`src/rtl/vga_out_stage.sv`:
```
// VGA output stage: 640x480@60 raster counters, sync/blank delay alignment and RGB332 expansion.
// Optional frame-based fade when VGA_FADE_EN is defined.
module vga_out_stage #(
    parameter int H_VISIBLE   = 640,
    parameter int H_FRONT     = 16,
    parameter int H_SYNC      = 96,
    parameter int H_BACK      = 48,
    parameter int V_VISIBLE   = 480,
    parameter int V_FRONT     = 10,
    parameter int V_SYNC      = 2,
    parameter int V_BACK      = 33,
    parameter int PIPE_DLY    = 2,
    parameter int FADE_FRAMES = 4
) (
    input  logic        clk,
    input  logic        resetN,
    input  logic [7:0]  RGBIn,
    input  logic        fadeStart,
    input  logic        fadeDir,
    output logic [10:0] pixelX,
    output logic [10:0] pixelY,
    output logic        startOfFrame,
    output logic [7:0]  red,
    output logic [7:0]  green,
    output logic [7:0]  blue,
    output logic        hsyncN,
    output logic        vsyncN,
    output logic        blankN,
    output logic        fadeBusy
);

    localparam int H_TOTAL = H_VISIBLE + H_FRONT + H_SYNC + H_BACK;
    localparam int V_TOTAL = V_VISIBLE + V_FRONT + V_SYNC + V_BACK;

    function automatic logic [23:0] expand_332(input logic [7:0] px);
        logic [2:0] r, g;
        logic [1:0] b;
        {r, g, b} = px;
        return {r, r, r[2:1], g, g, g[2:1], b, b, b, b};
    endfunction

    function automatic logic [7:0] scale_level(input logic [7:0] ch, input logic [3:0] lvl);
        logic [11:0] prod;
        prod = {4'd0, ch} * {8'd0, lvl};
        return prod[10:3];
    endfunction

    logic [10:0] h_cnt, v_cnt;
    logic        hs_raw, vs_raw, vis_raw;
    logic        hs_pipe  [PIPE_DLY];
    logic        vs_pipe  [PIPE_DLY];
    logic        vis_pipe [PIPE_DLY];
    logic [3:0]  level;
    logic [23:0] rgb_exp;

    // Raster counters
    always_ff @(posedge clk or negedge resetN) begin
        if (!resetN) begin
            h_cnt <= '0;
            v_cnt <= '0;
        end else if (h_cnt == 11'(H_TOTAL - 1)) begin
            h_cnt <= '0;
            v_cnt <= (v_cnt == 11'(V_TOTAL - 1)) ? '0 : v_cnt + 11'd1;
        end else begin
            h_cnt <= h_cnt + 11'd1;
        end
    end

    assign pixelX       = h_cnt;
    assign pixelY       = v_cnt;
    assign startOfFrame = (h_cnt == 11'(H_TOTAL - 1)) && (v_cnt == 11'(V_TOTAL - 1));

    assign hs_raw  = !((h_cnt >= 11'(H_VISIBLE + H_FRONT)) &&
                       (h_cnt <  11'(H_VISIBLE + H_FRONT + H_SYNC)));
    assign vs_raw  = !((v_cnt >= 11'(V_VISIBLE + V_FRONT)) &&
                       (v_cnt <  11'(V_VISIBLE + V_FRONT + V_SYNC)));
    assign vis_raw = (h_cnt < 11'(H_VISIBLE)) && (v_cnt < 11'(V_VISIBLE));

    // Delay line: matches the object + mux latency upstream of RGBIn
    always_ff @(posedge clk or negedge resetN) begin
        if (!resetN) begin
            for (int i = 0; i < PIPE_DLY; i++) begin
                hs_pipe[i]  <= 1'b1;
                vs_pipe[i]  <= 1'b1;
                vis_pipe[i] <= 1'b0;
            end
        end else begin
            hs_pipe[0]  <= hs_raw;
            vs_pipe[0]  <= vs_raw;
            vis_pipe[0] <= vis_raw;
            for (int i = 1; i < PIPE_DLY; i++) begin
                hs_pipe[i]  <= hs_pipe[i-1];
                vs_pipe[i]  <= vs_pipe[i-1];
                vis_pipe[i] <= vis_pipe[i-1];
            end
        end
    end

`ifdef VGA_FADE_EN
    localparam int FCW = $clog2(FADE_FRAMES + 1);

    logic           busy, dir;
    logic [FCW-1:0] frame_cnt;
    logic           at_target;

    // A fade ends once the level sits at the end matching its direction.
    assign at_target = dir ? (level == 4'd8) : (level == 4'd0);

    always_ff @(posedge clk or negedge resetN) begin
        if (!resetN) begin
            level     <= 4'd8;
            busy      <= 1'b0;
            dir       <= 1'b0;
            frame_cnt <= '0;
        end else if (!busy) begin
            if (fadeStart && !(fadeDir ? (level == 4'd8) : (level == 4'd0))) begin
                busy      <= 1'b1;
                dir       <= fadeDir;
                frame_cnt <= '0;
            end
        end else if (at_target) begin
            busy <= 1'b0;
        end else if (startOfFrame) begin
            if (frame_cnt == FCW'(FADE_FRAMES - 1)) begin
                frame_cnt <= '0;
                level     <= dir ? level + 4'd1 : level - 4'd1;
            end else begin
                frame_cnt <= frame_cnt + FCW'(1);
            end
        end
    end

    assign fadeBusy = busy;
`else
    logic unused_fade;

    assign level       = 4'd8;
    assign fadeBusy    = 1'b0;
    assign unused_fade = fadeStart ^ fadeDir;
`endif

    assign rgb_exp = expand_332(RGBIn);

    // Output register: pixel, sync and blank leave together
    always_ff @(posedge clk or negedge resetN) begin
        if (!resetN) begin
            red    <= '0;
            green  <= '0;
            blue   <= '0;
            hsyncN <= 1'b1;
            vsyncN <= 1'b1;
            blankN <= 1'b0;
        end else begin
            hsyncN <= hs_pipe[PIPE_DLY-1];
            vsyncN <= vs_pipe[PIPE_DLY-1];
            blankN <= vis_pipe[PIPE_DLY-1];
            if (vis_pipe[PIPE_DLY-1]) begin
                red   <= scale_level(rgb_exp[23:16], level);
                green <= scale_level(rgb_exp[15:8],  level);
                blue  <= scale_level(rgb_exp[7:0],   level);
            end else begin
                red   <= '0;
                green <= '0;
                blue  <= '0;
            end
        end
    end

endmodule
```
`config.mk`:
```
export PLATFORM = sky130hd
export DESIGN_NAME = vga_out_stage
export DESIGN_NICKNAME = d
export VERILOG_FILES = /design/src/rtl/vga_out_stage.sv
export SDC_FILE = /design/constraint.sdc
export NUM_CORES = 1
export LEC_CHECK = 0
export ABC_AREA = 1
export CAP_MARGIN = 10
export CORE_AREA = 2 2 69 71
export DETAILED_ROUTE_END_ITERATION = 12
export DIE_AREA = 0 0 71 73
export PLACE_DENSITY_LB_ADDON = 0.15
export SYNTH_ARGS = -nofsm -noshare
export SYNTH_HDL_FRONTEND = slang
export SYNTH_SLANG_ARGS = --single-unit
```
`constraint.sdc`:
```
create_clock -name clk -period 2.2 [get_ports clk]
set_input_delay 0.44 -clock clk [delete_from_list [all_inputs] [get_ports clk]]
set_output_delay 0.44 -clock clk [all_outputs]
set_load 0.005 [all_outputs]
```
==> impl_metrics.csv, run 1 <==
group,metric,value,unit
synth,synth_ff_type,"dfrtp_1",
grt,grt_pass1_wl,6.879,mm
route,ant_nets,0,
placed_design,numPortBuffers,59,
synth,syn_area,0.001959,mm2
synth,synth_compound_area_share,2.363,%
synth,yosys.area.top_type,"dfrtp_1",
timing,finalMaxSlewViolations,0,
synth,ys_async_sr_fraction,100.0,%
setup_path,cp-end-kind,"primary output",
grt,track_usage,17.13,%
synth,synthTopCellsByCount,"nand2_1, dfrtp_1, inv_1, nor2_1, buf_4",
clocking,clockBufferDepth,2,
setup_path,timing_worst_setup_path_type,"reg2out",
grt,first_global_vias,1536,
setup_path,path_cells,"inv_2 -> ha_1 -> inv_1 -> nor2_1 -> nand4_1 -> nor2_1 -> dlygate4sd2_1",
synth,synthMuxAreaShare,0,%
synth,syn-num-nets,248,
timing,setup-tns-final,0,ps
floorplan,rows,25,
floorplan,dieArea,0.005183,mm2
clocking,clk-insertion-delay-late,280,ps
synth,synth_fa_ha_area_share,3.193,%
route,first_pass_iters,4,
final_layout,diodes,0,
setup_path,reg2reg_depth,7,
setup_path,critPathTopFamily,"flip-flops",
grt,grt_start_max_net_pins,27,
synth,synthXorXnorAreaFrac,3.129,%
placed_design,pre_cts_slack,158.5,ps
final_layout,utilization,59.01,%
final_layout,final_cells,347,
synth,yosysWarnings,0,
synth,synth.most_common_cell,"nand2_1",
route,vias,1625,
route,wirelength,4.061,mm
clocking,cts_tree,"built",
power,cellPowerDensity,498.5,mW/mm2
floorplan,fp.dieH,73,um
setup_path,cp_slowest_stage_delay,390,ps
setup_path,worst-endpoint-required,1760,ps
floorplan,coreArea,0.004536,mm2
floorplan,io_pins,63,
synth,synth_edf_count,0,
floorplan,die_w,71,um
synth,yosys.area_share.simple,26.88,%
clocking,cts_made_buffers,5,
floorplan,start_util,43.20,%
power,peakVddDrop,0.3084,mV
setup_path,r2r_setup_slack,640,ps
power,total_leakage_power,0.001290,uW
clocking,ctsHoldBuffers,0,
synth,yosysSeqAreaShare,50.19,%
timing,relSlewSlack,60.94,%
grt,antenna_found_initial,0,
synth,synthTopCellsByArea,"dfrtp_1, nand2_1, dfstp_2",
setup_path,r2r_start,"pixelX[0]$_DFF_PN0_",
timing,worst_slew_pin_slew,585.8,ps
timing,rsz0062_at_grt,"no",
route,remaining_drc_errors,0,
final_layout,nets,309,
final_layout,area_delta_synth_final,36.59,%
run,cap_violations,0,
setup_path,crit_fanout,4,
setup_path,worstPathArrival,1540,ps
route,wl_per_cell,11.70,um
grt,grt-ovfl-total,0,
min_path,min-delay-path-class,"in2async",
placed_design,dp.cells,337,
outcome,status,"finished clean",
timing,min_period_over_period,89.79,%
synth,synth.distinct_cells,27,
setup_path,crit_slowest_cell,"dfrtp_1",
synth,synth.top_cell.area_share,42.15,%
synth,ys_seq_elements,39,
setup_path,cp_common_cell,"nor2_1",
placed_design,gp_congestion,0.8316,
timing,post-route-min-period,1975,ps
synth,syn_area_per_cell,8.482,um2
final_layout,final_layout_size_suffix_gt1_share,12.97,%
power,p_total,1334,uW
synth,synth_top_family_by_area,"simple AND/OR/NAND/NOR gates",
route,drt_first_iter_violations,88,
placed_design,dpl.hpwl,3.130,mm
setup_path,critPathBufInv,3,
synth,synthCells,231,
clocking,root_buffer,"clkbuf_8",
timing,hold_viol_final,0,
clocking,cts_num_sinks,39,
clocking,htreeDepth,2,
timing,fmax,506.2,MHz
setup_path,cp-start-kind,"register",
route,viasPerCell,4.683,
clocking,path_clk_slew,70,ps
timing,finalSetupViolations,0,
setup_path,reg2reg_to,"pixelY[1]$_DFFE_PN0N_",
timing,clock_skew,5.385,ps
timing,fin_ws,224.6,ps
==> power by group <==
group | internal, uW | switching (uW)
sequential | 725 | 5.06
combinational | 54.2 | 29.6
clock | 286 | 235
total | 1060 | 269
==> logic make-up (layout without fill, tap and decap cells) <==
logic type	count (synthesis)	after routing
flops	39	39
buf+inv	54	116
xor+xnor	7	7
simple gates	117	117
other cells	1	1
fa+ha+maj	5	5
compound gates	8	8
==> registers in the layout, indices dropped and copies added (netlist names) <==
| register | cells |
|---|---|
| vsyncN | 1 |
| hsyncN | 1 |
| vs_pipe | 2 |
| blue | 2 |
| green | 3 |
| blankN | 1 |
| pixelY | 11 |
| pixelX | 11 |
| red | 3 |
| vis_pipe | 2 |
| hs_pipe | 2 |
==> worst reg2reg max path, stage by stage (launching register included) <==
cell	delay, ps
dfrtp_1	350
ha_1	170
nand2_1	90
inv_2	70
nand2_2	70
nor3_4	380
buf_4	220
o21ai_0	80
==> repair_timing <==
| item | 4_1_cts | 5_1_grt |
|---|---|---|
| gates resized for setup | 3 | 0 |
| buffers inserted | 2 | 0 |
| setup endpoints to repair | 1 | 0 |
==> stage by stage <==
step                      instance area (um2)  hold WS (ps)
final                                    2676         155.1
after global routing                     2676         184.3
after CTS                                2676         170.9
after detailed placement                 2560         336.4
after global placement                   2560         333.7
after floorplan                          1959         144.4
==> area by class of cell <==
class	instances	area, um2
Clock buffer	8	100.1
Fill cell	437	1859
Inverter	35	132.6
Multi-Input combinational cell	138	703.2
Sequential cell	39	983.4
Tap cell	54	67.56
Timing Repair Buffer	73	689.4
==> how the worst max path moves through the flow <==
stage                                from            to  slack (ps)  cells after the start
finish              pixelY[0]$_DFFE_PN0N_  startOfFrame         220                      7
global route        pixelY[0]$_DFFE_PN0N_  startOfFrame          60                      7
CTS                 pixelY[0]$_DFFE_PN0N_  startOfFrame         190                      7
detailed placement    pixelX[0]$_DFF_PN0_  startOfFrame         160                      6
global placement      pixelX[0]$_DFF_PN0_  startOfFrame         170                      6
floorplan           pixelY[0]$_DFFE_PN0N_  startOfFrame         580                      6
==> cells in the final DEF, fill, tap and decap left out, types with 3 or more instances in the layout <==
master and n:
o21ai_0 4, nand2_2 3, dfstp_2 6, nor3_1 7
nor2_1 26, inv_1 30, nand2_1 51, clkdlybuf4s50_1 57
nand3b_1 3, dfrtp_1 33, ha_1 5, buf_4 14
xor2_1 6, nor3b_1 3, inv_2 4, nand4_1 6
clkbuf_8 7, nand3_1 15
==> per-layer routing <==
metal / GRT usage [%] / wire length [um] / up-vias
met3: 4.972 / 241 / 2
met2: 27.31 / 1902 / 50
li1: - / - / 821
met4: 5.660 / 40 / 0
met5: 0 / 0 / -
met1: 22.61 / 1877 / 752
(Power assumes the default switching activity.)
==> run 2: changes to the inputs <==
CORE_AREA = 4 4 71 73   (was 2 2 69 71)
DIE_AREA = 0 0 75 77   (was 0 0 71 73)
==> run 2 against run 1 <==
- count of clock-buffer cells in the layout did not move
- setup slack got worse by 41 ps
- die area rose by 11%
- sequential share of layout area increased by 0.52 points
- first-iteration DRC count decreased by 28%
- cell count is 1.2% lower
- hold slack improved by 35 ps
- non-clock buffer count down 2
- power fell by 4.8%
- critical path type unchanged
==> impl_metrics.csv, run 2 (synthesis results as in run 1) <==
group,metric,value,unit
timing,finalSetupViolations,0,
route,drt_first_iter_violations,63,
floorplan,die_w,75,um
power,peakVddDrop,0.2472,mV
clocking,cts_made_buffers,5,
final_layout,area_delta_synth_final,34.67,%
floorplan,rows,24,
setup_path,cp-end-kind,"primary output",
timing,finalMaxSlewViolations,0,
timing,clock_skew,4.727,ps
timing,setup-tns-final,0,ps
floorplan,io_pins,63,
clocking,path_clk_slew,70,ps
final_layout,final_cell_mix,"clkdlybuf4s50_1, nand2_1, dfrtp_1, inv_1, nor2_1",
clocking,cts_num_sinks,39,
placed_design,gp_congestion,0.8334,
final_layout,nets,307,
grt,grt_pass1_wl,7.113,mm
final_layout,utilization,60.60,%
route,wl_per_cell,12.36,um
outcome,status,"finished clean",
final_layout,final_layout_size_suffix_gt1_share,11.68,%
grt,grt_start_max_net_pins,40,
route,vias,1646,
timing,rsz0062_at_grt,"no",
timing,min_period_over_period,91.67,%
clocking,clk-insertion-delay-late,290,ps
route,first_pass_iters,4,
power,p_total,1271,uW
route,remaining_drc_errors,0,
power,cellPowerDensity,481.6,mW/mm2
placed_design,numPortBuffers,59,
placed_design,dpl.hpwl,3.187,mm
timing,worst_slew_pin_slew,535.2,ps
grt,antenna_found_initial,0,
setup_path,timing_worst_setup_path_type,"reg2out",
grt,grt-ovfl-total,0,
final_layout,final_common_cell,"clkdlybuf4s50_1",
setup_path,cp-start-kind,"register",
setup_path,crit_fanout,4,
timing,post-route-min-period,2017,ps
setup_path,cp_common_cell,"nor2_1",
floorplan,dieArea,0.005775,mm2
final_layout,diodes,0,
setup_path,path_cells,"inv_2 -> ha_1 -> inv_1 -> nor2_1 -> nand4_1 -> nor2_1 -> dlygate4sd2_1",
floorplan,fp.dieH,77,um
clocking,root_buffer,"clkbuf_8",
floorplan,coreArea,0.004354,mm2
power,total_leakage_power,0.001268,uW
clocking,cts_tree,"built",
setup_path,r2r_setup_slack,480,ps
route,viasPerCell,4.799,
min_path,min-delay-path-class,"in2async",
setup_path,crit_slowest_cell,"dfrtp_1",
clocking,htreeDepth,2,
setup_path,cp_slowest_stage_delay,390,ps
setup_path,worstPathArrival,1580,ps
run,cap_violations,0,
clocking,clockBufferDepth,2,
floorplan,start_util,45.00,%
route,ant_nets,0,
timing,hold_viol_final,0,
grt,first_global_vias,1553,
setup_path,worst-endpoint-required,1760,ps
timing,relSlewSlack,64.20,%
timing,fmax,495.9,MHz
grt,track_usage,16.03,%
route,wirelength,4.239,mm
-- run 2: final cells by class --
class | count | area, um2
well taps | 52 | 65.06
fillers | 390 | 1715
repair buffers | 71 | 674.4
inverters | 35 | 132.6
multi-input cells | 138 | 703.2
flip-flops and latches | 39 | 983.4
clock buffers | 8 | 80.08
-- run 2: critical path, delay by kind of cell (launching register included) --
family,cells,cell delay (ps)
adder cells (fa/ha/maj),1,140
flip-flops,1,390
buffers and inverters,3,380
AND/OR/NAND/NOR,3,370
-- run 2: metrics by stage --
step / instance area [um2] / hold slack (ps) / std cells / setup slack [ps]
global placement: 2542 / 331.6 / 333 / 153.2
CTS: 2639 / 208.7 / 343 / 164.4
finish: 2639 / 189.8 / 343 / 183.3
floorplan: 1959 / 144.4 / 231 / 584.6
global route: 2639 / 227.4 / 343 / 4.329
detailed placement: 2542 / 340.4 / 333 / 154.2
-- run 2: path summary, 6_finish.rpt --
kind                                       start                     to  cells after the start
setup / recovery           pixelY[0]$_DFFE_PN0N_           startOfFrame                      7
hold / removal                            resetN    pixelX[5]$_DFF_PN0_                      2
setup reg to reg             pixelX[1]$_DFF_PN0_  pixelY[8]$_DFFE_PN0N_                      8
hold reg to reg            vis_pipe[1]$_DFF_PN0_  vis_pipe[0]$_DFF_PN0_                      0
max in group asynchronous                 resetN       vsyncN$_DFF_PN1_                      2
min in group clk           vis_pipe[1]$_DFF_PN0_  vis_pipe[0]$_DFF_PN0_                      0
-- run 2: where the power goes --
| part | internal (uW) | switching, uW |
|---|---|---|
| combinational | 53.1 | 29.7 |
| sequential | 725 | 4.86 |
| clock | 225 | 233 |
| total | 1000 | 268 |
-- run 2: layer usage --
layer  vias to the layer above  GRT usage (%)  wire length (um)
met4                         0          4.804                44
li1                        817              -                 -
met2                        55          25.61              1978
met5                         -              0                 0
met1                       769          20.48              1832
met3                         5          4.967               384
-- run 2: what timing repair did --
| action | 4_1_cts | 5_1_grt |
|---|---|---|
| setup buffers | 2 | 0 |
| gates resized for setup | 3 | 0 |
| hold buffers | 0 | 0 |
| setup endpoints to repair | 1 | 0 |
==> run 3: changes to the inputs <==
CTS_CLUSTER_DIAMETER = 100   (was not set)
clock period = 2.37 ns   (was 2.2 ns; I/O delays follow)
==> run 3 against run 2 <==
- cell count fell by 1.2%
- power fell by 7.2%
- clock skew rose by 4.1 ps
- final area fell by 0.81%
- combinational power fell by 9.1%
- via count fell by 0.12%
==> impl_metrics.csv, run 3 (synthesis results as in run 1) <==
group,metric,value,unit
clocking,cts_made_buffers,5,
final_layout,num-fill-cells,416,
timing,fmax,510.0,MHz
outcome,status,"finished clean",
clocking,cts_num_sinks,39,
route,remaining_drc_errors,0,
grt,grt_pass1_wl,6.989,mm
placed_design,dpl.hpwl,3.089,mm
power,peakVddDrop,0.3338,mV
setup_path,reg2reg_to,"pixelY[5]$_DFFE_PN0N_",
placed_design,numPortBuffers,59,
min_path,min-delay-path-class,"in2async",
grt,antenna_found_initial,0,
placed_design,pre_cts_slack,297.2,ps
grt,grt_start_max_net_pins,40,
clocking,cts_tree,"built",
timing,worst_slew_pin_slew,837.9,ps
setup_path,path_cells,"inv_1 -> ha_1 -> inv_1 -> nor2_1 -> nand4_1 -> nor2_1 -> dlymetal6s2s_1",
route,drt_first_iter_violations,49,
power,cellPowerDensity,450.4,mW/mm2
placed_design,dp.cells,328,
clocking,clockBufferDepth,2,
final_layout,area_delta_synth_final,33.59,%
route,wirelength,4.131,mm
final_layout,diodes,0,
setup_path,critPathBufInv,3,
timing,rsz0062_at_grt,"no",
placed_design,gp_congestion,0.8210,
final_layout,final_cell_mix,"clkdlybuf4s50_1, nand2_1, dfrtp_1, inv_1, nor2_1",
grt,grt-ovfl-total,0,
timing,setup-tns-final,0,ps
route,ant_nets,0,
route,wl_per_cell,12.19,um
setup_path,cp-end-kind,"primary output",
power,p_total,1179,uW
setup_path,r2r_setup_slack,630,ps
route,first_pass_iters,4,
grt,first_global_vias,1526,
setup_path,crit_slowest_cell,"dfrtp_1",
floorplan,coreArea,0.004354,mm2
grt,track_usage,15.75,%
final_layout,final_common_cell,"clkdlybuf4s50_1",
setup_path,worst-endpoint-required,1900,ps
floorplan,dieArea,0.005775,mm2
timing,min_period_over_period,82.74,%
timing,clock_skew,8.844,ps
floorplan,fp.dieH,77,um
setup_path,worstPathArrival,1490,ps
timing,post-route-min-period,1961,ps
final_layout,nets,303,
floorplan,start_util,45.00,%
timing,finalMaxSlewViolations,0,
setup_path,crit_fanout,4,
setup_path,cp-start-kind,"register",
final_layout,final_layout_size_suffix_gt1_share,10.45,%
setup_path,reg2reg_depth,8,
clocking,root_buffer,"clkbuf_8",
clocking,htreeDepth,2,
timing,relSlewSlack,44.14,%
setup_path,cp_slowest_stage_delay,380,ps
setup_path,critPathTopFamily,"flip-flops",
final_layout,final_cells,339,
timing,whs,278.7,ps
route,viasPerCell,4.850,
timing,finalSetupViolations,0,
run,cap_violations,0,
route,vias,1644,
floorplan,io_pins,63,
setup_path,r2r_start,"pixelX[1]$_DFF_PN0_",
setup_path,timing_worst_setup_path_type,"reg2out",
floorplan,die_w,75,um
timing,fin_ws,409.1,ps
clocking,path_clk_slew,70,ps
timing,hold_viol_final,0,
floorplan,rows,24,
power,total_leakage_power,0.001262,uW
clocking,clk-insertion-delay-late,290,ps
run 3: cell types whose count changed in the layout (fill, tap and decap cells not counted), sizes merged:
cell	before	now
buf	13	9
dlygate4sd2	1	0
dlymetal6s2s	0	1
run 3: where the power goes:
part / internal [uW] / leakage (uW) / total [uW] / switching, uW
registers: 673 / 0.000476 / 677 / 4.59
logic: 48.3 / 0.000746 / 75.3 / 27.1
clock network: 209 / 0.0000395 / 426 / 217
total: 930 / 0.00126 / 1180 / 249
run 3: worst max-delay path by stage:
stage                               start      endpoint  slack, ps  cells after the start
floorplan           pixelY[0]$_DFFE_PN0N_  startOfFrame        720                      6
global placement      pixelX[0]$_DFF_PN0_  startOfFrame        280                      6
detailed placement    pixelX[0]$_DFF_PN0_  startOfFrame        300                      6
CTS                   pixelX[1]$_DFF_PN0_  startOfFrame         10                      6
global route        pixelY[0]$_DFFE_PN0N_  startOfFrame        290                      7
finish              pixelY[0]$_DFFE_PN0N_  startOfFrame        410                      7
run 3: stage by stage:
step	instance area (um2)	util (%)
global placement	2505	57.53
finish	2618	60.11
global route	2618	60.11
floorplan	1959	-
CTS	2595	59.60
detailed placement	2505	57.53
run 3: per-layer routing:
| metal | part of all wire, % | track usage, % | up-vias |
|---|---|---|---|
| met5 | 0 | 0 | - |
| li1 | - | - | 809 |
| met1 | 42 | 19.62 | 769 |
| met3 | 7.8 | 4.444 | 6 |
| met2 | 48 | 25.17 | 60 |
| met4 | 1.5 | 6.406 | 0 |
run 3: cell type report:
cell class / instances / area (um2) / share of cell area [%]
clock buffers: 8 / 80.08 / 3.059
inverters: 35 / 132.6 / 5.067
multi-input cells: 138 / 708.2 / 27.06
flip-flops and latches: 39 / 983.4 / 37.57
well taps: 52 / 65.06 / 2.486
repair buffers: 67 / 648.1 / 24.76
run 3: timing repair:
action                                  CTS  global route
hold buffers                              0             0
gates resized for setup                   1             2
setup buffers                             1             2
pin swaps                                 0             1
endpoints found under the setup margin    1             1
